$ cat src/rtl/fifo_ptr_ctrl.sv
// Pointer/flag controller for a FIFO storage array: valid/ready on both sides, occupancy and threshold status.
// Optional sticky overflow/underflow flags are built only when FIFO_ERR_FLAG_EN is defined.
module fifo_ptr_ctrl #(
  parameter int OSTD_NUM        = 8,
  parameter int THRESHOLD_VALUE = OSTD_NUM / 2,
  parameter int PTR_SIZE        = (OSTD_NUM > 1) ? $clog2(OSTD_NUM) : 1
) (
  input  logic                clk_in,
  input  logic                areset,
  input  logic                flush,
  input  logic                wr_valid,
  output logic                wr_ready,
  input  logic                rd_ready,
  output logic                rd_valid,
  output logic                fifo_wenable,
  output logic                fifo_renable,
  output logic [PTR_SIZE-1:0] write_ptr,
  output logic [PTR_SIZE-1:0] read_ptr,
  output logic [PTR_SIZE:0]   fill_count,
  output logic                full,
  output logic                empty,
  output logic                below_threshold,
  output logic                overflow_err,
  output logic                underflow_err
);

  localparam logic [PTR_SIZE:0]   DEPTH  = (PTR_SIZE+1)'(OSTD_NUM);
  localparam logic [PTR_SIZE:0]   ONE    = (PTR_SIZE+1)'(1);
  localparam logic [PTR_SIZE+1:0] THRESH = (PTR_SIZE+2)'(THRESHOLD_VALUE);

  logic                push, pop;
  logic [PTR_SIZE:0]   wr_inc, rd_inc;
  logic [PTR_SIZE-1:0] wr_next, rd_next;

  assign full            = (fill_count == DEPTH);
  assign empty           = (fill_count == '0);
  assign below_threshold = ({1'b0, fill_count} < THRESH);

  assign wr_ready     = ~full;
  assign rd_valid     = ~empty;
  assign fifo_renable = ~empty;
  assign push         = wr_valid & wr_ready;
  assign pop          = rd_valid & rd_ready;
  assign fifo_wenable = push;

  // Increment one bit wider than the pointer so the wrap compare never sees a truncated value.
  assign wr_inc  = {1'b0, write_ptr} + ONE;
  assign rd_inc  = {1'b0, read_ptr} + ONE;
  assign wr_next = (wr_inc == DEPTH) ? '0 : wr_inc[PTR_SIZE-1:0];
  assign rd_next = (rd_inc == DEPTH) ? '0 : rd_inc[PTR_SIZE-1:0];

  always_ff @(posedge clk_in or posedge areset) begin
    if (areset) begin
      write_ptr  <= '0;
      read_ptr   <= '0;
      fill_count <= '0;
    end else if (flush) begin
      write_ptr  <= '0;
      read_ptr   <= '0;
      fill_count <= '0;
    end else begin
      if (push) write_ptr <= wr_next;
      if (pop)  read_ptr  <= rd_next;
      case ({push, pop})
        2'b10:   fill_count <= fill_count + ONE;
        2'b01:   fill_count <= fill_count - ONE;
        default: fill_count <= fill_count;
      endcase
    end
  end

`ifdef FIFO_ERR_FLAG_EN
  always_ff @(posedge clk_in or posedge areset) begin
    if (areset) begin
      overflow_err  <= 1'b0;
      underflow_err <= 1'b0;
    end else if (flush) begin
      overflow_err  <= 1'b0;
      underflow_err <= 1'b0;
    end else begin
      if (wr_valid & full)  overflow_err  <= 1'b1;
      if (rd_ready & empty) underflow_err <= 1'b1;
    end
  end
`else
  assign overflow_err  = 1'b0;
  assign underflow_err = 1'b0;
`endif

endmodule

$ cat config.mk
export PLATFORM = sky130hd
export DESIGN_NAME = fifo_ptr_ctrl
export DESIGN_NICKNAME = d
export VERILOG_FILES = /design/src/rtl/fifo_ptr_ctrl.sv
export SDC_FILE = /design/constraint.sdc
export NUM_CORES = 1
export LEC_CHECK = 0
export CORE_MARGIN = 2
export CORE_UTILIZATION = 43
export DETAILED_ROUTE_END_ITERATION = 12
export GPL_ROUTABILITY_DRIVEN = 1
export PLACE_DENSITY = 0.76
export SKIP_CTS_REPAIR_TIMING = 1
export SYNTH_ARGS = -nofsm -noshare
export SYNTH_HDL_FRONTEND = slang
export SYNTH_SLANG_ARGS = --single-unit
$ cat constraint.sdc
create_clock -name clk_in -period 3.3 [get_ports clk_in]
set_input_delay 0.33 -clock clk_in [delete_from_list [all_inputs] [get_ports clk_in]]
set_output_delay 0.33 -clock clk_in [all_outputs]
set_load 0.05 [all_outputs]
# After elaboration in Yosys (flattened, before gate mapping)
# Cells that the tools add are included.
# word_totals
reg_bits,10
latch_bits,0
ramBits,0
romBits,0
input_bits,5
n_memories,0
# op_classes
add_sub_neg,4
multipliers,0
div_mod_pow,0
order_cmp,1
eq_ne,5
n_shift,0
muxes,8
bitwise,4
reduce_logical,4
# ops
operator,n
3-bit two-way mux,6
4-bit == test (second input constant),3
3-bit by 1-bit adder with 4-bit output (second input constant),2
4-bit one-hot mux with 2 select lines,1
4-bit by 1-bit adder with 4-bit output (second input constant),1
4-bit logical NOT,1
4-bit by 3-bit < comparator with 1-bit output (second input constant),1
4-bit two-way mux,1
2-bit nonzero test,2
4-bit by 1-bit subtractor with 4-bit output (second input constant),1
3-bit nonzero test,1
1-bit AND,2
2-bit by 1-bit == test with 1-bit output (second input constant),1
2-bit == test (second input constant),1
1-bit NOT,2

# Longest topological paths before layout
# Gate-level depths: netlist (run 1).
# depth
word_depth,6
depth_mapped,8

# Worst setup path before layout (run 1)
# Ideal clock, no wire load.
# synth_timing
path_kind,register -> register
start,register fill_count[0]
end,register fill_count[3]
t_arrival_ns,2.791
required_ns,3.196
setup_slack_ns,0.405
stages_incl_launch_ff,9
n_path_buf,1
period_less_slack_ns,2.895
path_cell_list,dfrtp_1 > or4b_1 > buf_6 > a21oi_2 > ha_1 > a21oi_1 > nand2_1 > or4b_1 > o311ai_1
# synth_via
elab_chain_len,6
# synth_rtl
element,line_no,text
start: declaration,19,"output logic [PTR_SIZE:0] fill_count,"
start signal: assignment,65,2'b10: fill_count <= fill_count + ONE;
start signal: assignment,66,2'b01: fill_count <= fill_count - ONE;
start signal: assignment,67,default: fill_count <= fill_count;
4-bit == test *,35,assign full = (fill_count == DEPTH);
1-bit NOT *,39,assign wr_ready = ~full;
named net wr_ready,12,"output logic wr_ready,"
1-bit AND *,42,assign push = wr_valid & wr_ready;
2-bit by 1-bit == test with 1-bit output / 2-bit == test (equally long branches),64,"case ({push, pop})"
4-bit one-hot mux with 2 select lines,64,
4-bit two-way mux,57,end else if (flush) begin
# Mark *: on every way through the listed nets, which the timed path passes. The rest lies on a longest branch.
# A chain may end at the register's enable or synchronous reset.

# Worst setup path in the final report (run 1)
# layout_timing
start,register fill_count[0]
end,register fill_count[3]
# layout_via
elab_chain_len,6
# layout_rtl
element,line_no
4-bit == test / 4-bit logical NOT (equally long branches),"35, 36"
1-bit NOT (on tied branches),"39, 40"
1-bit AND (on tied branches),"42, 43"
2-bit by 1-bit == test with 1-bit output / 2-bit == test (equally long branches),64
4-bit one-hot mux with 2 select lines,64
4-bit two-way mux,57
# Parallel ways exist; a longest one is shown, timed or not.

==> results of run 1 <==
==> routing by layer <==
layer | global-route usage | vias up
li1 | - | 279
met1 | 0.1830 | 262
met2 | 0.2806 | 21
met3 | 0.04255 | 5
met4 | 0.1576 | 0
met5 | 0 | -
==> per-stage QoR <==
| step | utilization | cells | area [sq um] | setup WS [ns] | hold slack (ns) |
|---|---|---|---|---|---|
| 2_1_floorplan | - | 70 | 668.1 | 0.4052 | 0.1702 |
| 3_3_place_gp | 0.5816 | 101 | 855.8 | 0.5217 | 0.5227 |
| 3_5_place_dp | 0.5816 | 101 | 855.8 | 0.3781 | 0.5366 |
| 4_1_cts | 0.6063 | 105 | 892.1 | 0.4042 | 0.3362 |
| 5_1_grt | 0.6063 | 105 | 892.1 | 0.1777 | 0.3684 |
| 6_report | 0.6063 | 105 | 892.1 | 0.3869 | 0.3260 |
==> worst reg2reg max path, delay by kind of cell (launching register included) <==
family	cells	cell delay, ns
DFF	1	0.48
adders and majority gates	1	0.38
and+or+nand+nor	2	0.62
AOI/OAI and AO/OA	4	1.34
==> cells in the final DEF (no fill, tap or decap), drive strengths merged, types with 2 or more instances in the layout <==
master	count
inv	4
a21oi	4
clkbuf	4
nor2	10
ha	4
xor2	3
nand3	4
mux2i	4
clkdlybuf4s50	21
dfrtp	10
or4b	2
xnor2	3
conb	2
a211oi	3
nand2	3
==> worst paths after layout <==
check	endpoint	from	slack (ns)
max	fill_count[3]	fill_count[0]	0.39
min	write_ptr[2]	areset	0.33
max reg2reg	fill_count[3]	fill_count[0]	0.39
min reg2reg	write_ptr[2]	write_ptr[2]	0.55
max in group asynchronous	fill_count[2]	areset	2.70
min in group clk_in	write_ptr[2]	write_ptr[2]	0.55
==> flip-flops by register name, summed over array words and instances (netlist names) <==
| signal | cells |
|---|---|
| read_ptr | 3 |
| fill_count | 4 |
| write_ptr | 3 |
==> cell type report <==
cell class / instances / area [sq um]
timing repair buffer: 21 / 210.2
inverter: 4 / 15.01
fill: 141 / 579.3
tap: 16 / 20.02
multi-input combinational: 50 / 360.3
sequential: 10 / 250.2
clock buffer: 4 / 36.28
==> kinds of logic (layout without fill, tap and decap cells) <==
family,after synthesis,in the layout,synth area share
multiplexers,4,4,0.06027
flip-flops,10,10,0.3766
AO/OA/AOI/OAI,10,10,0.1111
other,1,2,0.005644
XOR/XNOR,6,6,0.07911
AND/OR/NAND/NOR,23,23,0.1752
adder cells (fa/ha/maj),5,5,0.1055
buffers and inverters,10,29,0.08661
==> reports/results.ini, run 1 <==
[worst_setup_path]
crit_required_ns=3.48
arrival_ns=3.09
cp.depth=7
r2r_cells=7
max_stage_delay_ns=0.84
cpMaxStageDelayCell=o41ai_1
crit_chain=o41ai_1, a21oi_2, ha_1, a21oi_1, nand2_1, or4b_1, o311ai_1
worst_setup_path_start_kind=flip-flop
worstPathMaxFanout=9
crit_path_end_kind=flip-flop
crit_buf_inv=0
path_delay_family=compound AO/OA/AOI/OAI gates
path_class=reg -> reg

[outcome]
status=finished, final reports clean

[synthesis]
ys_top_cells_by_area=dfrtp_1 38%, ha_1 7.5%, mux2i_1 6.0%
yosys_warnings=0
synth_cell_types=26
syn_area_per_cell_sq_um=9.629
synth_edf_count=0
synth_seq_cells=10
synth_commonest_cells=10 x dfrtp_1, 10 x nor2_1
async_flop_share=1.000
synth_area_leader_cell=dfrtp_1
synth_seq_area_share=0.3766
syn_area_sq_um=664.4
syn_inst=69
synth_flop_cell=dfrtp_1
synth_top_area_share=0.3766

[sta]
final_hold_viol_count=0
worst_clock_skew_ns=0.003271
period_share=0.8828
fmax_mhz=343.3
finalSetupViolations=0
slew-limit-headroom=0.4106
tightest_slew_ns=0.8727
slew_viol_final=0
fin_crit_ns=2.913
rsz0062_at_grt=no
tns_ns=0

[finish]
areaGrowthSynthToFinish_pct=34.28
drive_gt1_frac=0.06742
diodes=0
num-nets-final=100

[global_routing]
antenna_found_initial=0
grtUsageTotal=0.1735
grt_start_max_net_pins=13
overflow=0
first_global_vias=542
grt_pass1_wl_mm=2.290

[floorplanning]
ios=24
die_h_um=43.31
dieArea_sq_mm=0.001875
start_util=0.4515
die_w_um=43.31
rows=14
coreArea_sq_mm=0.001471

[routing]
via_per_inst=5.400
antenna_left=0
dr_total_vias=567
first_pass_iters=4
met3_length_um=77
wl_met1_um=579
wl_met2_um=677
top_layer=met4
drt_first_iter_violations=5
wl_per_cell_um=13.21
route.detailed.drc=0
totalWireLength_mm=1.387

[min_path]
hp-class=in -> async

[clock_network]
cts_made_buffers=3
clkTransAtPathRegs_ns=0.06
clock-sinks=10
worstSkewPairLatency_ns=0.27
root_buffer=clkbuf_4
clk_path_buf_depth=2
ctsHtreeMaxLevel=1
cts_tree=done

[placement]
hpwl_mm=1.048
portBuffers=21
gp_congestion=0.8219

[job]
max_cap_viol_count=0

Power of run 1 is left out: the tool's default activity adds up to more than one toggle a clock period on the data nets, which glitch-free logic cannot reach.
==> inputs of run 2 (changes only) <==
==> constraint.sdc (replaced) <==
create_clock -name clk_in -period 3.18 [get_ports clk_in]
set_input_delay 0.477 -clock clk_in [delete_from_list [all_inputs] [get_ports clk_in]]
set_output_delay 0.477 -clock clk_in [all_outputs]
set_load 0.005 [all_outputs]
==> run 2 against run 1 <==
Global-route usage is 0.70 points lower. Largest cell class unchanged. Non-clock buffer count stayed put. Sequential share of layout area stayed put.
==> reports/results.ini, run 2 (synthesis gave the netlist of run 1 again) <==
[placement]
hpwl_mm=1.005  ; -4.0%
portBuffers=21  ; unchanged
dp.cells=101  ; unchanged
gp_congestion=0.7764  ; -5.5%
post-place-ws_ns=0.2477  ; -0.1304 ns

[floorplanning]
ios=24  ; unchanged
die_w_um=43.31  ; unchanged
rows=14  ; unchanged
coreArea_sq_mm=0.001471  ; unchanged
die_h_um=43.31  ; unchanged
dieArea_sq_mm=0.001875  ; unchanged
start_util=0.4515  ; unchanged

[global_routing]
grt_pass1_wl_mm=2.263  ; -1.2%
grtUsageTotal=0.1665  ; -0.006975
first_global_vias=513  ; -5.4%
grt_start_max_net_pins=13  ; unchanged
antenna_found_initial=0  ; unchanged
overflow=0  ; unchanged

[worst_setup_path]
arrival_ns=3.09  ; about the same
path_class=reg -> reg
worst_setup_path_start_kind=flip-flop
crit_required_ns=3.35  ; -0.13 ns
worstPathMaxFanout=9  ; unchanged
crit_path_end_kind=flip-flop
r2r_slack_ns=0.26  ; -0.12 ns

[clock_network]
clk_path_buf_depth=2  ; unchanged
cts_made_buffers=3  ; unchanged
cts_tree=done
worstSkewPairLatency_ns=0.27  ; about the same
clock-sinks=10  ; unchanged
clkTransAtPathRegs_ns=0.07  ; about the same
root_buffer=clkbuf_4
ctsHtreeMaxLevel=1  ; unchanged

[power_and_ir_drop]
p_comb_frac=0.551
p_clk_frac=0.152
p_int_mw=0.4874
p_sw_frac=0.3614
finalPower_mw=0.7632
ir_worst_vdd_mv=0.4080
leakage_nw=0.4275
power_frac_seq=0.296
p_switching_mw=0.2759
powerDensity_mw_per_mm2=855.6

[sta]
slew-limit-headroom=0.3811  ; -0.02944
tns_ns=0  ; unchanged
rsz0062_at_grt=no
holdWs_ns=0.4848  ; +0.1588 ns
worst_clock_skew_ns=0.002043  ; -0.001229 ns
slew_viol_final=0  ; unchanged
worst_slack_ns=0.2636  ; -0.1234 ns
fin_crit_ns=2.916  ; +0.003354 ns
final_hold_viol_count=0  ; unchanged
period_share=0.9171  ; +0.03437
tightest_slew_ns=0.9163  ; +0.04359 ns
finalSetupViolations=0  ; unchanged
fmax_mhz=342.9  ; -0.12%

[min_path]
hp-class=in -> async

[finish]
regMostFlops=fill_count
layout_common_cells=21 x clkdlybuf4s50_1, 10 x nor2_1, 10 x dfrtp_1
diodes=0  ; unchanged
final_cells=105  ; unchanged
largest_reg_flops=4  ; unchanged
largest_registers=fill_count: 4 flops, read_ptr: 3 flops, write_ptr: 3 flops
final_common_cell=clkdlybuf4s50_1
num-nets-final=100  ; unchanged
drive_gt1_frac=0.06742  ; unchanged
areaGrowthSynthToFinish_pct=34.28  ; unchanged
n_fill_cell=129  ; -8.5%

[routing]
dr_total_vias=561  ; -1.1%
antenna_left=0  ; unchanged
route.detailed.drc=0  ; unchanged
totalWireLength_mm=1.312  ; -5.4%
via_per_inst=5.343  ; -1.1%
wl_per_cell_um=12.50  ; -5.4%
drt_first_iter_violations=8  ; +3
first_pass_iters=4  ; unchanged

[job]
max_cap_viol_count=0  ; unchanged

[outcome]
status=finished, final reports clean

[run 2: critical path, cell delays in order (launching register included)]
cell	delay, ns
dfrtp_1	0.49
o41ai_1	0.89
a21oi_2	0.14
ha_1	0.37
a21oi_1	0.24
nand2_1	0.10
or4b_1	0.50
o311ai_1	0.08
[run 2: routing by layer]
| layer | part of all wire | up-vias | global-route usage |
|---|---|---|---|
| met2 | 0.44 | 23 | 0.2537 |
| met1 | 0.44 | 259 | 0.1936 |
| met4 | 0.026 | 0 | 0.09091 |
| met3 | 0.089 | 4 | 0.07660 |
| met5 | 0 | - | 0 |
| li1 | - | 275 | - |
[run 2: final cells by class]
cell class                      instances  area, sq um  share of cell area
Tap cell                               16        20.02             0.02244
Sequential cell                        10        250.2              0.2805
Multi-Input combinational cell         50        360.3              0.4039
Clock buffer                            4        36.28             0.04067
Timing Repair Buffer                   21        210.2              0.2356
Inverter                                4        15.01             0.01683
[run 2: worst paths after layout]
kind                          startpoint       endpoint  depth (start not counted)
max                        fill_count[0]  fill_count[3]                          7
min                               areset    read_ptr[0]                          2
max reg2reg                fill_count[0]  fill_count[3]                          7
min reg2reg                 write_ptr[2]   write_ptr[2]                          2
max in group asynchronous         areset   write_ptr[2]                          2
min in group clk_in         write_ptr[2]   write_ptr[2]                          2
[run 2: power by group through the flow]
stage	Sequential, mW	Combinational (mW)	Clock [mW]
finish	0.226	0.421	0.116
global route	0.235	0.467	0.125
CTS	0.226	0.427	0.120
detailed placement	0.228	0.426	0
global placement	0.226	0.419	0
floorplan	0.219	0.236	0
[run 2: metrics by stage]
step,area [sq um],utilization
4_1_cts,892.1,0.6063
3_5_place_dp,855.8,0.5816
5_1_grt,892.1,0.6063
3_3_place_gp,855.8,0.5816
2_1_floorplan,668.1,-
6_report,892.1,0.6063
(Power assumes the default switching activity.)
==> inputs of run 3 (changes only) <==
- CELL_PAD_IN_SITES_DETAIL_PLACEMENT: default -> 0
- CELL_PAD_IN_SITES_GLOBAL_PLACEMENT: default -> 1
- CORE_ASPECT_RATIO: default -> 0.75
- CORE_UTILIZATION: 43 -> 31
- PLACE_DENSITY: 0.76 -> 0.75
- clock period: 3.18 -> 2.75 ns (I/O delays scaled with it)
==> run 3 against run 2 <==
Cell count increased by 13%. Global-route usage decreased by 4.3 points. Total power grew 19%. Sequential cell count did not move. Largest cell class unchanged. Sequential share of layout area shrank 1.5 points. Critical path type is now reg -> out. First-iteration DRC count rose by 63%.
==> reports/results.ini, run 3 (synthesis gave the netlist of run 1 again) <==
[outcome]
status=finished, final reports clean

[clock_network]
root_buffer=clkbuf_4
cts_tree=done
cts_made_buffers=3  ; unchanged
ctsHtreeMaxLevel=1  ; unchanged
clkTransAtPathRegs_ns=0.06  ; about the same
worstSkewPairLatency_ns=0.26  ; about the same
clk_path_buf_depth=2  ; unchanged
clock-sinks=10  ; unchanged

[power_and_ir_drop]
ir_worst_vdd_mv=0.5272  ; +29%
leakage_nw=0.4549  ; +6.4%
powerDensity_mw_per_mm2=968.3  ; +13%

[routing]
totalWireLength_mm=1.384  ; +5.5%
wl_per_cell_um=11.63  ; -6.9%
first_pass_iters=4  ; unchanged
route.detailed.drc=0  ; unchanged
drt_first_iter_violations=13  ; +5
dr_total_vias=573  ; +2.1%
via_per_inst=4.815  ; -9.9%
antenna_left=0  ; unchanged

[finish]
layout_common_cells=21 x clkdlybuf4s50_1, 10 x nor2_1, 10 x dfrtp_1
diodes=0  ; unchanged
largest_registers=fill_count: 4 flops, read_ptr: 3 flops, write_ptr: 3 flops
final_common_cell=clkdlybuf4s50_1
regMostFlops=fill_count
areaGrowthSynthToFinish_pct=41.62
num-nets-final=107  ; +7.0%
largest_reg_flops=4  ; unchanged
drive_gt1_frac=0.1263  ; +0.05890
final_cells=119  ; +13%

[global_routing]
overflow=0  ; unchanged
first_global_vias=520  ; +1.4%
grtUsageTotal=0.1234  ; -0.04310
antenna_found_initial=0  ; unchanged
grt_start_max_net_pins=13  ; unchanged
grt_pass1_wl_mm=2.304  ; +1.8%

[sta]
tns_ns=0  ; unchanged
rsz0062_at_grt=no
finalSetupViolations=0  ; unchanged
slew-limit-headroom=0.5585  ; +0.1773
final_hold_viol_count=0  ; unchanged
period_share=0.9317
fin_crit_ns=2.562
worst_clock_skew_ns=0.002636  ; +0.0005930 ns
tightest_slew_ns=0.6583  ; -0.2580 ns
slew_viol_final=0  ; unchanged
fmax_mhz=390.3

[worst_setup_path]
max_stage_delay_ns=0.71  ; -0.18 ns
worstPathMaxFanout=5  ; -4
crit_buf_inv=3  ; +3
r2r_slack_ns=0.24  ; -0.02 ns
crit_required_ns=2.34  ; -1.01 ns
worst_setup_path_start_kind=flip-flop
cpMaxStageDelayCell=or4_2
arrival_ns=2.15  ; -0.94 ns
path_class=reg -> out
crit_chain=buf_4, or4_2, inv_1, clkdlybuf4s50_1
path_delay_family=buffers and inverters
crit_path_end_kind=output pin

[floorplanning]
rows=14  ; unchanged
start_util=0.3298  ; -0.1217
die_h_um=44.09  ; +1.8%
dieArea_sq_mm=0.002533  ; +35%
coreArea_sq_mm=0.002014  ; +37%
die_w_um=57.46  ; +33%
ios=24  ; unchanged

[min_path]
hp-class=in -> async

[placement]
dp.cells=116  ; +15%
gp_congestion=0.7619  ; -1.9%
portBuffers=21  ; unchanged
hpwl_mm=1.139  ; +13%

[job]
max_cap_viol_count=0  ; unchanged

run 3: cell types whose count changed in the layout (fill, tap and decap cells not counted):
| cell | change |
|---|---|
| buf_4 | +7 |
| clkbuf_8 | -1 |
run 3: final cells by class:
cell class / count / area [sq um]
Fill cell: 224 / 1074
Clock buffer: 3 / 22.52
Timing Repair Buffer: 28 / 262.8
Inverter: 4 / 15.01
Sequential cell: 10 / 250.2
Multi-Input combinational cell: 50 / 360.3
Tap cell: 24 / 30.03
run 3: metal layers:
layer  part of all wire  track usage  vias up
li1                   -            -      288
met1               0.49       0.1716      269
met2               0.42       0.1864       16
met3              0.089      0.05263        0
met4                  0      0.01395        0
met5                  0            0        -
run 3: worst reg2reg max path: stages (launching register included):
cell and delay [ns]:
dfrtp_1 0.44, or4b_1 0.59, a21oi_2 0.18, ha_1 0.28, a21oi_1 0.24, nand2_1 0.10
or4b_1 0.50, o311ai_1 0.08
run 3: power by group:
part | internal (mW) | leakage [nW] | switching, mW
clock | 0.0503 | 0.0138 | 0.0451
sequential | 0.187 | 0.135 | 0.0541
combinational | 0.345 | 0.307 | 0.229
total | 0.582 | 0.455 | 0.329
run 3: per-stage QoR:
| step | util | worst slack (ns) | power [mW] | hold WS, ns | instance area, sq um |
|---|---|---|---|---|---|
| finish | 0.4671 | 0.1878 | 0.9110 | 0.4354 | 940.9 |
| global route | 0.4671 | 0.09508 | 0.9896 | 0.4681 | 940.9 |
| CTS | 0.4671 | 0.1623 | 0.9285 | 0.4416 | 940.9 |
| detailed placement | 0.4559 | 0.2418 | 0.8255 | 0.5300 | 918.4 |
| global placement | 0.4559 | 0.2644 | 0.8193 | 0.5204 | 918.4 |
| floorplan | - | 0.07963 | 0.5260 | 0.2527 | 668.1 |
run 3: final timing paths:
check / from / end / depth (start not counted)
worst max register to register: fill_count[0] / fill_count[3] / 7
max in group asynchronous: areset / fill_count[1] / 2
min in group clk_in: write_ptr[2] / write_ptr[2] / 2
worst min-delay path: areset / write_ptr[2] / 2
worst max-delay path: fill_count[0] / empty / 4
worst min register to register: write_ptr[2] / write_ptr[2] / 2
